## src/rtl/perf_counter_bank.sv

```systemverilog
// Shared bank of wrapping performance counters with sticky overflow flags and one registered read port.
// Optional `PERF_SNAPSHOT_EN` adds a snap input and shadow copies that reads are served from.
module perf_counter_bank #(
    parameter int unsigned NUM_CH = 8,
    parameter int unsigned CNT_W  = 48,
    parameter int unsigned INC_W  = 3,
    parameter int unsigned IDX_W  = (NUM_CH > 1) ? $clog2(NUM_CH) : 1
) (
    input  logic                    clk,
    input  logic                    rst,
    input  logic                    en,
    input  logic [NUM_CH*INC_W-1:0] evt_inc,
    input  logic [NUM_CH-1:0]       clr,
    input  logic                    rd_req,
    input  logic [IDX_W-1:0]        rd_idx,
`ifdef PERF_SNAPSHOT_EN
    input  logic                    snap,
`endif
    output logic                    rd_valid,
    output logic [CNT_W-1:0]        rd_data,
    output logic                    rd_ovf,
    output logic [NUM_CH-1:0]       ovf
);

    localparam logic [IDX_W:0] NumChIdx = (IDX_W + 1)'(NUM_CH);

    logic [CNT_W-1:0] cnt_q [NUM_CH];
    logic [CNT_W-1:0] cnt_d [NUM_CH];
    logic [CNT_W:0]   sum   [NUM_CH];
    logic [NUM_CH-1:0] ovf_q, ovf_d;

    for (genvar i = 0; i < NUM_CH; i++) begin : g_sum
        assign sum[i] = {1'b0, cnt_q[i]}
                      + {{(CNT_W + 1 - INC_W){1'b0}}, evt_inc[i*INC_W +: INC_W]};
    end

    // Clear wins over increment and ignores the global enable.
    always_comb begin
        for (int i = 0; i < NUM_CH; i++) begin
            cnt_d[i] = cnt_q[i];
            ovf_d[i] = ovf_q[i];
            if (clr[i]) begin
                cnt_d[i] = '0;
                ovf_d[i] = 1'b0;
            end else if (en) begin
                cnt_d[i] = sum[i][CNT_W-1:0];
                ovf_d[i] = ovf_q[i] | sum[i][CNT_W];
            end
        end
    end

    always_ff @(posedge clk or negedge rst) begin
        if (!rst) begin
            cnt_q <= '{default: '0};
            ovf_q <= '0;
        end else begin
            cnt_q <= cnt_d;
            ovf_q <= ovf_d;
        end
    end

    assign ovf = ovf_q;

    logic [CNT_W-1:0]  src_cnt [NUM_CH];
    logic [NUM_CH-1:0] src_ovf;

`ifdef PERF_SNAPSHOT_EN
    logic [CNT_W-1:0]  sh_cnt_q [NUM_CH];
    logic [NUM_CH-1:0] sh_ovf_q;

    // Shadow captures pre-update register values, giving a coherent view across channels.
    always_ff @(posedge clk or negedge rst) begin
        if (!rst) begin
            sh_cnt_q <= '{default: '0};
            sh_ovf_q <= '0;
        end else if (snap) begin
            sh_cnt_q <= cnt_q;
            sh_ovf_q <= ovf_q;
        end
    end

    always_comb begin
        src_cnt = sh_cnt_q;
        src_ovf = sh_ovf_q;
    end
`else
    always_comb begin
        src_cnt = cnt_q;
        src_ovf = ovf_q;
    end
`endif

    logic [CNT_W-1:0] sel_data;
    logic             sel_ovf;

    always_comb begin
        sel_data = '0;
        sel_ovf  = 1'b0;
        if ({1'b0, rd_idx} < NumChIdx) begin
            sel_data = src_cnt[rd_idx];
            sel_ovf  = src_ovf[rd_idx];
        end
    end

    always_ff @(posedge clk or negedge rst) begin
        if (!rst) begin
            rd_valid <= 1'b0;
            rd_data  <= '0;
            rd_ovf   <= 1'b0;
        end else begin
            rd_valid <= rd_req;
            if (rd_req) begin
                rd_data <= sel_data;
                rd_ovf  <= sel_ovf;
            end
        end
    end

endmodule

```

## config.mk

```make
export PLATFORM = sky130hd
export DESIGN_NAME = perf_counter_bank
export DESIGN_NICKNAME = d
export VERILOG_FILES = /design/src/rtl/perf_counter_bank.sv
export SDC_FILE = /design/constraint.sdc
export NUM_CORES = 1
export LEC_CHECK = 0
export BUFFER_PORTS_ARGS = -buffer_cell sky130_fd_sc_hd__buf_4
export CAP_MARGIN = 20
export CORE_ASPECT_RATIO = 0.5
export CORE_UTILIZATION = 65
export CTS_BUF_LIST = sky130_fd_sc_hd__clkbuf_4
export DETAILED_ROUTE_END_ITERATION = 7
export MAX_ROUTING_LAYER = met4
export PLACE_DENSITY = 0.92
export SLEW_MARGIN = 25
export SYNTH_ARGS = -nofsm -noshare
export SYNTH_HDL_FRONTEND = slang
export SYNTH_SLANG_ARGS = --single-unit
```

## constraint.sdc

```tcl
create_clock -name clk -period 3.3 [get_ports clk]
set_input_delay 0.66 -clock clk [delete_from_list [all_inputs] [get_ports clk]]
set_output_delay 0.66 -clock clk [all_outputs]
set_load 0.005 [all_outputs]
```

==> flow_metrics.py <==
metrics = {
    "cts": {
        "cts_htree_levels": 3,
        "cts_resized": 0,
        "cts_buffer_depth": 3,
        "clk_latency_ns": 0.84,
        "cts_tree": "built",
        "numCtsBuffers": 102,
        "clock-sinks": 442,
        "path_clk_slew_ns": 0.08,
        "root_buffer": "clkbuf_4",
    },
    "timing": {
        "fin_skew_ns": 0.0500,
        "min_period_ns": 3.03,
        "fin_tns_setup_ns": 0,
        "finalSetupViolCount": 0,
        "max_freq_mhz": 331,
        "maxSlewHeadroom": 0.318,
        "finalMaxSlewViolations": 0,
        "hold_violations": 0,
        "rsz0062_at_grt": "no",
        "worstMarginPinSlew_ns": 1.02,
        "fin_crit_sh": 0.917,
    },
    "logic_synthesis": {
        "syn_nets": 2705,
        "syn_area_um2": 25700,
        "synth_commonest_cells": "442 x dfrtp_1, 329 x nor2_1, 208 x a21oi_1",
        "synth_edf_count": 0,
        "synth_top_area_frac": 0.431,
        "ys_top_cells_by_area": "dfrtp_1 43%, mux4_2 8.5%, nor2_1 4.8%, a21oi_1 4.1%, xnor2_1 4.0%",
        "avgSynthCellArea_um2": 9.74,
        "syn_inst": 2634,
        "synthFlopType": "dfrtp_1",
        "ys_ff_latch": 442,
        "yosysUniqueCellTypes": 75,
        "synth.yosys.seq_area_share": 0.431,
        "yosysMostFrequentCell": "dfrtp_1",
        "yosys.area.top_type": "dfrtp_1",
        "ys_async_sr_fraction": 1.00,
        "yosysWarnings": 0,
    },
    "global_route": {
        "antenna_found_initial": 4,
        "overflow": 0,
        "grt_max_degree": 100,
        "grt_use_total": 0.431,
        "grt_pass1_wl_mm": 129,
        "grt_pass1_vias": 22300,
    },
    "worst_hold_path": {
        "hold_depth": 2,
        "hp-class": "input port to flip-flop",
        "hp-start": "clr[7]",
    },
    "die": {
        "die_h_um": 142,
        "die_area_um2": 40300,
        "initial_utilization": 0.660,
        "coreArea_um2": 38900,
        "rows": 51,
        "die_w_um": 283,
        "io_pins": 97,
    },
    "layout": {
        "synthToLayoutAreaGrowth_pct": 11.7,
        "drive_above_1_share": 0.170,
        "fin_cells": 3398,
        "layout.nets": 2863,
        "fillers": 2623,
    },
    "drt": {
        "vias_per_cell": 6.97,
        "num_vias": 23700,
        "drt_wl_total_mm": 83.1,
        "wl_per_cell_um": 24.5,
        "ant_nets": 0,
        "drt_iter0_drc": 3863,
        "drc_errors": 0,
        "dr.pass1.iters": 6,
    },
    "placement": {
        "dpl.hpwl_mm": 61.0,
        "io_buffers": 96,
        "gp_congestion": 1.03,
        "dp_cells": 3217,
    },
    "worst_setup_path": {
        "cp.required_ns": 4.02,
        "end_kind": "flip-flop",
        "crit_type": "flip-flop to flip-flop",
        "cp-start-kind": "flip-flop",
        "r2r_start": "cnt_q[156]$_DFFE_PN0P_",
        "critPathArrivalTime_ns": 3.75,
        "cp_max_fo": 8,
        "cp-startpoint": "cnt_q[156]$_DFFE_PN0P_",
        "rr_worst_depth": 5,
    },
    "status": {
        "status": "finished, final reports clean",
    },
    "flow_run": {
        "drv_cap": 0,
    },
    "power": {
        "power_density_nw_per_um2": 388,
        "ir_drop_v": 0.000281,
        "p_leak_nw": 11.4,
    },
}
[layout by cell type (no fill, tap or decap), drive strengths merged, types with 49 or more instances in the layout]
| cell type | count |
|---|---|
| nand4 | 138 |
| mux4 | 98 |
| buf | 190 |
| mux2i | 58 |
| xnor2 | 116 |
| nand3 | 133 |
| inv | 85 |
| dfrtp | 442 |
| a21oi | 208 |
| xor2 | 103 |
| o21ai | 100 |
| nor3 | 59 |
| clkbuf | 149 |
| nand2 | 123 |
| nor2 | 329 |
| and3 | 49 |
| nor4 | 68 |
| or3 | 92 |
[layer usage]
layer	GRT usage	vias to the layer above	wire length, um
met2	0.573	1743	33900
met3	0.150	284	12800
li1	-	10100	-
met4	0.146	0	2830
met1	0.609	11600	33600
met5	-	-	0
[critical path, stage by stage, from the launching register on]
cell and delay, ns:
dfrtp_1 0.45, nand4_1 0.38, nor3_1 0.81, nand4_1 0.57
or3_1 0.50, a21oi_1 0.21
[state kept, by name, summed over array words and instances, names as in the netlist]
signal and count:
rd_ovf 1, rd_data 48, ovf 8, rd_valid 1
cnt_q 384
[logic make-up (layout without fill, tap and decap cells)]
| logic type | count (synthesis) | count (layout) | synth area share |
|---|---|---|---|
| adder cells (fa/ha/maj) | 32 | 32 | 0.0179 |
| AND/OR/NAND/NOR | 1151 | 1151 | 0.239 |
| buffers and inverters | 220 | 450 | 0.0335 |
| AO/OA/AOI/OAI | 412 | 412 | 0.0935 |
| XOR/XNOR | 219 | 219 | 0.0748 |
| other | 0 | 4 | 0 |
| multiplexers | 158 | 158 | 0.110 |
| flip-flops | 442 | 442 | 0.431 |
[timing repair]
| action | in CTS | in global routing |
|---|---|---|
| hold buffers | 1 | 0 |
| hold endpoints to repair | 71 | 0 |
| buffers inserted | 0 | 0 |
[layout make-up]
cell class	count	area (um^2)	share of cell area
repair buffers	191	1570	0.0548
multi-input cells	1972	13700	0.480
clock inverters	27	180	0.00629
flip-flops and latches	442	11100	0.386
diodes	4	10.0	0.000349
inverters	83	312	0.0109
well taps	530	663	0.0231
clock buffers	149	1120	0.0390
[final timing paths]
check,end,slack [ns]
max,cnt_q[186]$_DFFE_PN0P_,0.27
min,cnt_q[2]$_DFFE_PN0P_,0.09
max reg2reg,cnt_q[186]$_DFFE_PN0P_,0.27
min reg2reg,rd_data[39]$_DFFE_PN0P_,0.53
max in group asynchronous,cnt_q[0]$_DFFE_PN0P_,1.89
min in group asynchronous,cnt_q[42]$_DFFE_PN0P_,0.43
[stage by stage]
stage	hold slack, ns	setup slack (ns)	cell area [um^2]	total power [mW]	utilization
after global placement	0.506	0.129	27300	6.55	0.703
after detailed placement	0.516	0.0145	27300	6.59	0.703
after CTS	0.0141	0.338	28600	11.1	0.737
final	0.0868	0.275	28700	11.1	0.737
after floorplan	0.364	0.227	25700	6.14	-
after global routing	0.0776	0.181	28700	11.5	0.737
[power by group]
group	internal, mW	total, mW	switching (mW)
combinational	0.338	0.944	0.606
clock	2.29	4.62	2.33
sequential	5.49	5.57	0.0730
total	8.12	11.1	3.01
No activity file was read; power rests on OpenSTA's default activity.
